==> src/rtl/axi_lite_pkg.sv <==
// Shared definitions for the AXI4-Lite register bridge: response codes,
// bridge FSM state type and a response-selection helper.
// Latency: n/a (definitions only). Backpressure: n/a.
package axi_lite_pkg;

   localparam logic [1:0] RESP_OKAY   = 2'b00;
   localparam logic [1:0] RESP_SLVERR = 2'b10;

   typedef enum logic [2:0] {
      ST_IDLE      = 3'd0,
      ST_WR_STROBE = 3'd1,
      ST_WR_WAIT   = 3'd2,
      ST_WR_RESP   = 3'd3,
      ST_RD_STROBE = 3'd4,
      ST_RD_WAIT   = 3'd5,
      ST_RD_RESP   = 3'd6
   } bridge_state_e;

   // Response code for a completed register access.
   function automatic logic [1:0] resp_of(input logic invalid_addr);
      return invalid_addr ? RESP_SLVERR : RESP_OKAY;
   endfunction

endpackage

==> src/rtl/axi_lite_reg_bridge_if.sv <==
// Bundle of AXI4-Lite slave channels plus the register strobe/ack side.
// Signal prefixes are from the bridge's point of view (i_ = into bridge).
// slave modport = bridge; master modport = interconnect + register file.
interface axi_lite_reg_bridge_if #(
   parameter int ADDR_WIDTH = 16
);
   // AXI write address / data / response
   logic                  i_awvalid;
   logic                  o_awready;
   logic [ADDR_WIDTH-1:0] i_awaddr;
   logic                  i_wvalid;
   logic                  o_wready;
   logic [31:0]           i_wdata;
   logic [3:0]            i_wstrb;
   logic                  o_bvalid;
   logic                  i_bready;
   logic [1:0]            o_bresp;
   // AXI read address / data
   logic                  i_arvalid;
   logic                  o_arready;
   logic [ADDR_WIDTH-1:0] i_araddr;
   logic                  o_rvalid;
   logic                  i_rready;
   logic [1:0]            o_rresp;
   logic [31:0]           o_rdata;
   // Register-file side
   logic [ADDR_WIDTH-1:0] o_reg_address;
   logic                  i_reg_invalid_addr;
   logic                  o_reg_in_rdy;
   logic                  i_reg_in_ack;
   logic [31:0]           o_reg_in_data;
   logic                  o_reg_out_req;
   logic                  i_reg_out_rdy;
   logic [31:0]           i_reg_out_data;

   modport slave (
      input  i_awvalid, i_awaddr, i_wvalid, i_wdata, i_wstrb, i_bready,
             i_arvalid, i_araddr, i_rready,
             i_reg_invalid_addr, i_reg_in_ack, i_reg_out_rdy, i_reg_out_data,
      output o_awready, o_wready, o_bvalid, o_bresp,
             o_arready, o_rvalid, o_rresp, o_rdata,
             o_reg_address, o_reg_in_rdy, o_reg_in_data, o_reg_out_req
   );

   modport master (
      output i_awvalid, i_awaddr, i_wvalid, i_wdata, i_wstrb, i_bready,
             i_arvalid, i_araddr, i_rready,
             i_reg_invalid_addr, i_reg_in_ack, i_reg_out_rdy, i_reg_out_data,
      input  o_awready, o_wready, o_bvalid, o_bresp,
             o_arready, o_rvalid, o_rresp, o_rdata,
             o_reg_address, o_reg_in_rdy, o_reg_in_data, o_reg_out_req
   );

endinterface

==> src/rtl/axi_lite_reg_bridge.sv <==
// AXI4-Lite slave -> register strobe/ack bridge, one transaction at a time.
// Latency: handshake at 0, strobe at 1, response valid the cycle after ack/rdy.
// Backpressure: readies only in IDLE; B/R held until bready/rready.
// Ports: clk, rst (async active-low), bus (axi_lite_reg_bridge_if.slave).
// Optional: AXI_LITE_REG_BRIDGE_TIMEOUT_EN adds a SLVERR timeout after
// TIMEOUT_CYCLES wait cycles without ack/rdy (reads then return 0).
module axi_lite_reg_bridge
   import axi_lite_pkg::*;
#(
   parameter int ADDR_WIDTH     = 16,
   parameter int TIMEOUT_CYCLES = 256
) (
   input  logic                 clk,
   input  logic                 rst,
   axi_lite_reg_bridge_if.slave bus
);

   bridge_state_e         r_state;
   logic [ADDR_WIDTH-1:0] r_reg_address;
   logic [31:0]           r_reg_in_data;
   logic [31:0]           r_rdata;
   logic [1:0]            r_bresp;
   logic [1:0]            r_rresp;
   logic                  r_bvalid;
   logic                  r_rvalid;
   logic                  r_reg_in_rdy;
   logic                  r_reg_out_req;

   logic                  w_idle;
   logic                  w_wr_hs;
   logic                  w_rd_hs;
   logic                  w_timeout;
   logic [3:0]            w_unused_wstrb;

   // Strobes are ignored: every write is a full-word write.
   assign w_unused_wstrb = bus.i_wstrb;

   // Write beats read when both arrive together.
   assign w_idle  = (r_state == ST_IDLE);
   assign w_wr_hs = w_idle & bus.i_awvalid & bus.i_wvalid;
   assign w_rd_hs = w_idle & bus.i_arvalid & ~(bus.i_awvalid & bus.i_wvalid);

`ifdef AXI_LITE_REG_BRIDGE_TIMEOUT_EN
   localparam int               CNT_W    = (TIMEOUT_CYCLES > 1) ? $clog2(TIMEOUT_CYCLES) : 1;
   localparam logic [CNT_W-1:0] CNT_LAST = CNT_W'(TIMEOUT_CYCLES - 1);

   logic [CNT_W-1:0] r_wait_cnt;
   logic             w_in_wait;

   assign w_in_wait = (r_state == ST_WR_WAIT) || (r_state == ST_RD_WAIT);
   // Fires on the last permitted wait cycle; an ack in that same cycle wins.
   assign w_timeout = w_in_wait && (r_wait_cnt == CNT_LAST);

   always_ff @(posedge clk or negedge rst) begin
      if (!rst) begin
         r_wait_cnt <= '0;
      end else if (w_in_wait) begin
         r_wait_cnt <= r_wait_cnt + 1'b1;
      end else begin
         r_wait_cnt <= '0;
      end
   end
`else
   logic [31:0] w_unused_timeout;

   assign w_timeout        = 1'b0;
   assign w_unused_timeout = TIMEOUT_CYCLES;
`endif

   always_ff @(posedge clk or negedge rst) begin
      if (!rst) begin
         r_state       <= ST_IDLE;
         r_reg_address <= '0;
         r_reg_in_data <= '0;
         r_rdata       <= '0;
         r_bresp       <= RESP_OKAY;
         r_rresp       <= RESP_OKAY;
         r_bvalid      <= 1'b0;
         r_rvalid      <= 1'b0;
         r_reg_in_rdy  <= 1'b0;
         r_reg_out_req <= 1'b0;
      end else begin
         // Strobes are single-cycle pulses.
         r_reg_in_rdy  <= 1'b0;
         r_reg_out_req <= 1'b0;

         case (r_state)
            ST_IDLE: begin
               if (w_wr_hs) begin
                  r_reg_address <= bus.i_awaddr;
                  r_reg_in_data <= bus.i_wdata;
                  r_reg_in_rdy  <= 1'b1;
                  r_state       <= ST_WR_STROBE;
               end else if (w_rd_hs) begin
                  r_reg_address <= bus.i_araddr;
                  r_reg_out_req <= 1'b1;
                  r_state       <= ST_RD_STROBE;
               end
            end

            // An ack coincident with the strobe is accepted straight away.
            ST_WR_STROBE, ST_WR_WAIT: begin
               if (bus.i_reg_in_ack) begin
                  r_bresp  <= resp_of(bus.i_reg_invalid_addr);
                  r_bvalid <= 1'b1;
                  r_state  <= ST_WR_RESP;
               end else if (w_timeout) begin
                  r_bresp  <= RESP_SLVERR;
                  r_bvalid <= 1'b1;
                  r_state  <= ST_WR_RESP;
               end else begin
                  r_state  <= ST_WR_WAIT;
               end
            end

            ST_WR_RESP: begin
               if (bus.i_bready) begin
                  r_bvalid <= 1'b0;
                  r_state  <= ST_IDLE;
               end
            end

            ST_RD_STROBE, ST_RD_WAIT: begin
               if (bus.i_reg_out_rdy) begin
                  r_rdata  <= bus.i_reg_out_data;
                  r_rresp  <= resp_of(bus.i_reg_invalid_addr);
                  r_rvalid <= 1'b1;
                  r_state  <= ST_RD_RESP;
               end else if (w_timeout) begin
                  r_rdata  <= '0;
                  r_rresp  <= RESP_SLVERR;
                  r_rvalid <= 1'b1;
                  r_state  <= ST_RD_RESP;
               end else begin
                  r_state  <= ST_RD_WAIT;
               end
            end

            ST_RD_RESP: begin
               if (bus.i_rready) begin
                  r_rvalid <= 1'b0;
                  r_state  <= ST_IDLE;
               end
            end

            default: r_state <= ST_IDLE;
         endcase
      end
   end

   assign bus.o_awready     = w_wr_hs;
   assign bus.o_wready      = w_wr_hs;
   assign bus.o_arready     = w_rd_hs;
   assign bus.o_bvalid      = r_bvalid;
   assign bus.o_bresp       = r_bresp;
   assign bus.o_rvalid      = r_rvalid;
   assign bus.o_rresp       = r_rresp;
   assign bus.o_rdata       = r_rdata;
   assign bus.o_reg_address = r_reg_address;
   assign bus.o_reg_in_rdy  = r_reg_in_rdy;
   assign bus.o_reg_in_data = r_reg_in_data;
   assign bus.o_reg_out_req = r_reg_out_req;

endmodule

==> src/flat_wrapper.sv <==
// flat-port wrapper written by rule: the top's interface ports become plain ports
module axi_lite_reg_bridge_flat import axi_lite_pkg::*;
#(
   parameter int ADDR_WIDTH     = 16,
   parameter int TIMEOUT_CYCLES = 256
)
  (clk, rst, bus_i_awvalid, bus_i_awaddr, bus_i_wvalid, bus_i_wdata, bus_i_wstrb, bus_i_bready, bus_i_arvalid, bus_i_araddr, bus_i_rready, bus_i_reg_invalid_addr, bus_i_reg_in_ack, bus_i_reg_out_rdy, bus_i_reg_out_data, bus_o_awready, bus_o_wready, bus_o_bvalid, bus_o_bresp, bus_o_arready, bus_o_rvalid, bus_o_rresp, bus_o_rdata, bus_o_reg_address, bus_o_reg_in_rdy, bus_o_reg_in_data, bus_o_reg_out_req);
  axi_lite_reg_bridge_if #(.ADDR_WIDTH(ADDR_WIDTH)) bus_i ();
  input  logic clk;
  input  logic rst;
  input wire logic [$bits(bus_i.i_awvalid)-1:0] bus_i_awvalid;
  input wire logic [$bits(bus_i.i_awaddr)-1:0] bus_i_awaddr;
  input wire logic [$bits(bus_i.i_wvalid)-1:0] bus_i_wvalid;
  input wire logic [$bits(bus_i.i_wdata)-1:0] bus_i_wdata;
  input wire logic [$bits(bus_i.i_wstrb)-1:0] bus_i_wstrb;
  input wire logic [$bits(bus_i.i_bready)-1:0] bus_i_bready;
  input wire logic [$bits(bus_i.i_arvalid)-1:0] bus_i_arvalid;
  input wire logic [$bits(bus_i.i_araddr)-1:0] bus_i_araddr;
  input wire logic [$bits(bus_i.i_rready)-1:0] bus_i_rready;
  input wire logic [$bits(bus_i.i_reg_invalid_addr)-1:0] bus_i_reg_invalid_addr;
  input wire logic [$bits(bus_i.i_reg_in_ack)-1:0] bus_i_reg_in_ack;
  input wire logic [$bits(bus_i.i_reg_out_rdy)-1:0] bus_i_reg_out_rdy;
  input wire logic [$bits(bus_i.i_reg_out_data)-1:0] bus_i_reg_out_data;
  output wire logic [$bits(bus_i.o_awready)-1:0] bus_o_awready;
  output wire logic [$bits(bus_i.o_wready)-1:0] bus_o_wready;
  output wire logic [$bits(bus_i.o_bvalid)-1:0] bus_o_bvalid;
  output wire logic [$bits(bus_i.o_bresp)-1:0] bus_o_bresp;
  output wire logic [$bits(bus_i.o_arready)-1:0] bus_o_arready;
  output wire logic [$bits(bus_i.o_rvalid)-1:0] bus_o_rvalid;
  output wire logic [$bits(bus_i.o_rresp)-1:0] bus_o_rresp;
  output wire logic [$bits(bus_i.o_rdata)-1:0] bus_o_rdata;
  output wire logic [$bits(bus_i.o_reg_address)-1:0] bus_o_reg_address;
  output wire logic [$bits(bus_i.o_reg_in_rdy)-1:0] bus_o_reg_in_rdy;
  output wire logic [$bits(bus_i.o_reg_in_data)-1:0] bus_o_reg_in_data;
  output wire logic [$bits(bus_i.o_reg_out_req)-1:0] bus_o_reg_out_req;
  assign bus_i.i_awvalid = bus_i_awvalid;
  assign bus_i.i_awaddr = bus_i_awaddr;
  assign bus_i.i_wvalid = bus_i_wvalid;
  assign bus_i.i_wdata = bus_i_wdata;
  assign bus_i.i_wstrb = bus_i_wstrb;
  assign bus_i.i_bready = bus_i_bready;
  assign bus_i.i_arvalid = bus_i_arvalid;
  assign bus_i.i_araddr = bus_i_araddr;
  assign bus_i.i_rready = bus_i_rready;
  assign bus_i.i_reg_invalid_addr = bus_i_reg_invalid_addr;
  assign bus_i.i_reg_in_ack = bus_i_reg_in_ack;
  assign bus_i.i_reg_out_rdy = bus_i_reg_out_rdy;
  assign bus_i.i_reg_out_data = bus_i_reg_out_data;
  assign bus_o_awready = bus_i.o_awready;
  assign bus_o_wready = bus_i.o_wready;
  assign bus_o_bvalid = bus_i.o_bvalid;
  assign bus_o_bresp = bus_i.o_bresp;
  assign bus_o_arready = bus_i.o_arready;
  assign bus_o_rvalid = bus_i.o_rvalid;
  assign bus_o_rresp = bus_i.o_rresp;
  assign bus_o_rdata = bus_i.o_rdata;
  assign bus_o_reg_address = bus_i.o_reg_address;
  assign bus_o_reg_in_rdy = bus_i.o_reg_in_rdy;
  assign bus_o_reg_in_data = bus_i.o_reg_in_data;
  assign bus_o_reg_out_req = bus_i.o_reg_out_req;
  axi_lite_reg_bridge #(.ADDR_WIDTH(ADDR_WIDTH), .TIMEOUT_CYCLES(TIMEOUT_CYCLES)) u_core (.clk(clk), .rst(rst), .bus(bus_i));
endmodule
==> config.mk <==
export PLATFORM = sky130hd
export DESIGN_NAME = axi_lite_reg_bridge_flat
export DESIGN_NICKNAME = d
export VERILOG_FILES = /design/src/rtl/axi_lite_pkg.sv /design/src/rtl/axi_lite_reg_bridge_if.sv /design/src/rtl/axi_lite_reg_bridge.sv /design/src/flat_wrapper.sv
export SDC_FILE = /design/constraint.sdc
export NUM_CORES = 1
export LEC_CHECK = 0
export CORE_ASPECT_RATIO = 0.8
export CORE_UTILIZATION = 31
export DETAILED_ROUTE_END_ITERATION = 8
export DONT_BUFFER_PORTS = 1
export HOLD_SLACK_MARGIN = 0.02
export PLACE_DENSITY = 0.54
export SLEW_MARGIN = 15
export SYNTH_ARGS = -nofsm -noshare
export SYNTH_HDL_FRONTEND = slang
export SYNTH_SLANG_ARGS = --single-unit
export TNS_END_PERCENT = 20
==> constraint.sdc <==
create_clock -name clk -period 1.5 [get_ports clk]
set_input_delay 0.375 -clock clk [delete_from_list [all_inputs] [get_ports clk]]
set_output_delay 0.375 -clock clk [all_outputs]
set_load 0.01 [all_outputs]
Word level (Yosys, flattened, before mapping)

Index checks and enable logic that the tools add are counted.

Multiply operators: 0
Magnitude comparators: 0
Reduce and logical (&&, ||, !) cells: 13
Add/subtract/negate cells: 0
Multiplexer cells: 21
Shift-type cells: 0
Div/mod/pow operators: 0
Equal/unequal tests: 11
Bitwise operators: 6

Operators with widths:

| kind                                                 | count |
|---|---|
| 2-to-1 mux 16 bit                                    | 2 |
| one-hot mux 3 bit (5 select lines)                   | 1 |
| 2-to-1 mux 3 bit                                     | 4 |
| 2-to-1 mux 1 bit                                     | 10 |
| equality test 3 bit (second input constant)          | 3 |
| AND reduction 3 bit                                  | 3 |
| inequality test 2 bit (second input constant)        | 4 |
| AND reduction 2 bit                                  | 4 |
| equality test 3 x 2 -> 1 bit (second input constant) | 2 |
| nonzero test 2 bit                                   | 3 |
| bitwise AND 1 bit                                    | 5 |
| 2-to-1 mux 2 bit                                     | 2 |
| one-hot mux 1 bit (2 select lines)                   | 2 |
| OR reduction 2 bit                                   | 2 |
| equality test 3 x 1 -> 1 bit (second input constant) | 1 |
| logical NOT 3 bit                                    | 1 |
| inequality test 3 bit (second input constant)        | 1 |
| NOT 1 bit                                            | 1 |

Bits in read-only memories: 0
Logic and storage cells: 61
Bits in latches: 0
Output and inout bits: 91
Input bits: 110
Flip-flop bits (word level): 91
Memories kept: 0
Memory bits (writable): 0

Depth between registers and ports, before layout

Depth after elaboration: 6
Mapped depth: 6
Depth with buffers taken out: 3

Worst setup path before layout

Ideal clock, no wire load.

Path type: register to output
Start: register u_core.r_state[2]
End: output bus_o_wready
Required time: 1.125 ns
Buffers on the path: 4
Cell stages (with the launch flop): 7
Data arrival time: 1.241 ns
Setup slack: -0.116 ns
Cells stage by stage: dfrtp_1 -> buf_6 -> nor3_4 -> and3_1 -> buf_6 -> buf_12 -> buf_4

Word-level cells in the longest chain between the ends: 3

Ends and longest elaborated chain:

| what                            | line                      | text |
|---|---|---|
| start, declared                 | axi_lite_reg_bridge.sv:18 | `bridge_state_e r_state;` |
| start signal, assigned          | axi_lite_reg_bridge.sv:72 | `r_state <= ST_IDLE;` |
| start signal, assigned          | axi_lite_reg_bridge.sv:93 | `r_state <= ST_WR_STROBE;` |
| start signal, assigned          | axi_lite_reg_bridge.sv:97 | `r_state <= ST_RD_STROBE;` |
| logical NOT 3 bit               | axi_lite_reg_bridge.sv:39 | `assign w_idle = (r_state == ST_IDLE);` |
| bitwise AND 1 bit (2 in series) | axi_lite_reg_bridge.sv:40 | `assign w_wr_hs = w_idle & bus.i_awvalid & bus.i_wvalid;` |
| end, declared                   | flat_wrapper.sv:25        | `output wire logic [$bits(bus_i.o_wready)-1:0] bus_o_wready;` |

Every way passes these cells.

Worst setup path in the final report

Start: register u_core.r_state[1]
End: output bus_o_awready

Word-level cells in the longest chain between the ends: 3

Ends and longest elaborated chain:

| what                            | line                      | text |
|---|---|---|
| logical NOT 3 bit               | axi_lite_reg_bridge.sv:39 |  |
| bitwise AND 1 bit (2 in series) | axi_lite_reg_bridge.sv:40 |  |
| end, declared                   | flat_wrapper.sv:24        | `output wire logic [$bits(bus_i.o_awready)-1:0] bus_o_awready;` |

Every way passes these cells.

==> results by group <==
Status
  • Outcome: finished, violations left
  • Failing checks: negative hold slack, negative setup slack

Placement
  • Placer Congestion: approximately 0.7
  • I/O Buffers: 0
  • Setup Slack @ Placement: -0.02152 ns
  • Placed Cells: 383
  • DP Wirelength: 4942 um
  • Cell Area, Placed: ~3800 um2

Setup path
  • Largest fanout on the critical path: 6
  • Bufs and invs on worst path: 1
  • Crit Path Class: reg -> out
  • CP Cell Sequence: nor3_4, and3_4, buf_12
  • Crit path capture type: output pin
  • Arrival @ worst endpoint: 1.35 ns
  • Cell count of the worst reg-to-reg path: 5
  • Worst EP required: about 1.1 ns
  • Top delay family on crit path: simple AND/OR/NAND/NOR gates
  • Crit path launch type: register
  • CP max stage delay: approximately 0.40 ns
  • Slowest cell on the critical path: dfrtp_1
  • Critical path depth: 3

Global route
  • Vias in the first global route: 2087
  • Largest net degree at the start of global routing: 90
  • Gr usage total: 0.1155
  • Initial antenna violation count: 0
  • Global route total overflow: 0
  • Global-route wire length before repair: 10960 um

Synthesis
  • Top-area cell type share of the netlist area: 0.6014
  • Sequential area share after synthesis: 0.6014
  • Netlist cell types: 28
  • Post-synthesis cell count: between 200 and 250
  • Cell Area, Synth: 3704 um2
  • FF+latch count, synth: 89
  • Synth area leader: dfrtp_1
  • Post-synth EDFFs: 0
  • Async SR Flop Fraction: 1.000
  • Ys flop type: dfrtp_1
  • Area contributors post-synth: dfrtp_1 (60%), mux2_2 (12%), mux2_4 (11%), a2bb2oi_1 (3.8%), o22ai_1 (2.7%)
  • Commonest cells post-synth: dfrtp_1 (89), mux2_2 (38), mux2_4 (28)
  • Mean Syn Cell Area: 15.18 um2
  • Synth Warn #: 0
  • Top-count cell post-synth: dfrtp_1

Timing
  • Setup TNS: -3.957 ns
  • Final worst slack: -0.2231 ns
  • Unrepaired setup endpoints after global routing: yes
  • Post-route minimum period: 1.723 ns
  • Clock skew: about 0.0038 ns
  • Setup-failing EPs final: 31
  • Achievable clock frequency: 0.5803 GHz
  • Final period utilization: 1.149
  • Final hold slack: -0.2627 ns
  • Fin. Hold Viols: between 80 and 90
  • Max Slew Vio Count: 0

Route
  • Post-Route WL: 7411 um
  • Routed length per instance: 18.03 um
  • Routed vias/inst: 4.961
  • Routed Antenna Nets: 0
  • First drt pass iteration count: 3
  • Vias: 2039
  • Initial DRC count: 15
  • DRC viols: 0

Finish
  • Layout Nets: 368
  • Final Core Density: 0.3734
  • N_diodes: 0
  • Fillcell total: 1120
  • Final cell count without fillers: between 400 and 500
  • Final instance area: 4317 um2
  • Layout cells sized above 1: 0.4144
  • Area growth syn-to-layout: 16.55%

Flow run
  • # Max-Cap Violations: 0

Die
  • Starting Density: 0.3203
  • Die area: 12390 um2
  • # rows: 35
  • Die Y: 99.76 um
  • Core area: 11560 um2
  • DIE WIDTH: 124.2 um
  • IO Count: roughly 200

Clock network
  • Htree depth: 3
  • CTS tree: yes
  • CTS Sinks: 89
  • Worst-path clk slew: 0.06 ns
  • Clock Latency Late Sink: 0.33 ns
  • Total CTS buffers: 9
  • Clock Tree Root: clkbuf_16
  • CTS Buffer Depth: 2

Hold path
  • Worst hold path type: in -> async

Power
  • Leakage power: 1.874 nW
  • VDD IR-drop max: 810.4 uV
  • Total Power: 10.03 mW
  • PD cells: 2324 nW/um2
[final timing paths]
path	start	to	slack [ns]
max	u_core.r_state[1]$_DFFE_PN0P_	bus_o_awready	-0.22
min	rst	u_core.bus.o_reg_in_data[3]$_DFFE_PN0P_	-0.26
max reg2reg	u_core.r_state[1]$_DFFE_PN0P_	u_core.bus.o_reg_in_data[3]$_DFFE_PN0P_	-0.16
min reg2reg	u_core.bus.o_rdata[20]$_DFFE_PN0P_	u_core.bus.o_rdata[20]$_DFFE_PN0P_	0.58
max in group asynchronous	rst	u_core.bus.o_reg_in_data[8]$_DFFE_PN0P_	1.62
min in group clk	bus_i_wdata[20]	u_core.bus.o_reg_in_data[20]$_DFFE_PN0P_	0.18
[report_power, final]
part           leakage [nW]  internal (mW)  switching (mW)  total, mW
sequential             1.05           3.60            1.38       4.98
clock                 0.155           1.55           0.884       2.43
combinational         0.667           1.72           0.892       2.61
total                  1.87           6.87            3.16       10.0
[routing by layer]
metal	track usage	routed length, um
met2	0.1764	3371
met4	0.05005	113
met1	0.1311	3105
met3	0.06778	820
met5	0	0
[worst reg2reg max path: cells and delay by family (launching register included)]
family                 cells  cell delay, ns
AND/OR/NAND/NOR            2            0.48
flip-flops                 1            0.40
buffers and inverters      2            0.37
multiplexers               1            0.31
[timing repair]
action / in CTS / in global routing
resized for setup: 6 / 3
endpoints found under the setup margin: 22 / 80
pin swaps: 3 / 1
hold endpoints to repair: 89 / 89
cloned: 2 / 2
setup buffers: 3 / 6
[cell families (layout without fill, tap and decap cells)]
logic type | count (synthesis) | after routing | share of synthesized area
AOI/OAI and AO/OA | 45 | 45 | 0.08649
DFF | 89 | 89 | 0.6014
buffers and inverters | 22 | 40 | 0.04696
other | 1 | 2 | 0.001013
and+or+nand+nor | 20 | 20 | 0.03277
xor gates and xnor gates | 1 | 1 | 0.002365
muxes | 66 | 66 | 0.2291
[cells in the final DEF (no fill, tap or decap), types with 2 or more instances in the layout]
cell type   count
dfrtp_1        89
mux2_2         38
mux2_4         28
o22ai_1        16
a2bb2oi_1      16
buf_4          14
clkbuf_16      11
nand2_1         5
o21ai_0         4
and3_1          3
a21oi_1         3
nand3b_1        3
a31oi_1         3
buf_12          3
and3_4          2
inv_1           2
nor2_1          2
conb_1          2
bufinv_16       2
clkinvlp_4      2
clkbuf_8        2
[sequential cells by signal, indices dropped and copies added, names as in the netlist]
register / flops
u_core.bus.o_rvalid: 1
u_core.bus.o_bresp: 1
u_core.bus.o_reg_in_data: 32
u_core.bus.o_reg_address: 16
u_core.bus.o_rresp: 1
u_core.bus.o_bvalid: 1
u_core.bus.o_rdata: 32
u_core.bus.o_reg_in_rdy: 1
u_core.r_state: 3
u_core.bus.o_reg_out_req: 1
[layout make-up]
class | count | area [um2] | share of cell area
Inverter | 2 | 7.507 | 0.001739
Clock inverter | 4 | 75.07 | 0.01739
Tap cell | 148 | 185.2 | 0.04290
Multi-Input combinational cell | 134 | 1319 | 0.3055
Timing Repair Buffer | 22 | 246.5 | 0.05710
Sequential cell | 89 | 2227 | 0.5159
Clock buffer | 12 | 256.5 | 0.05942
No activity file was read; power rests on OpenSTA's default activity.
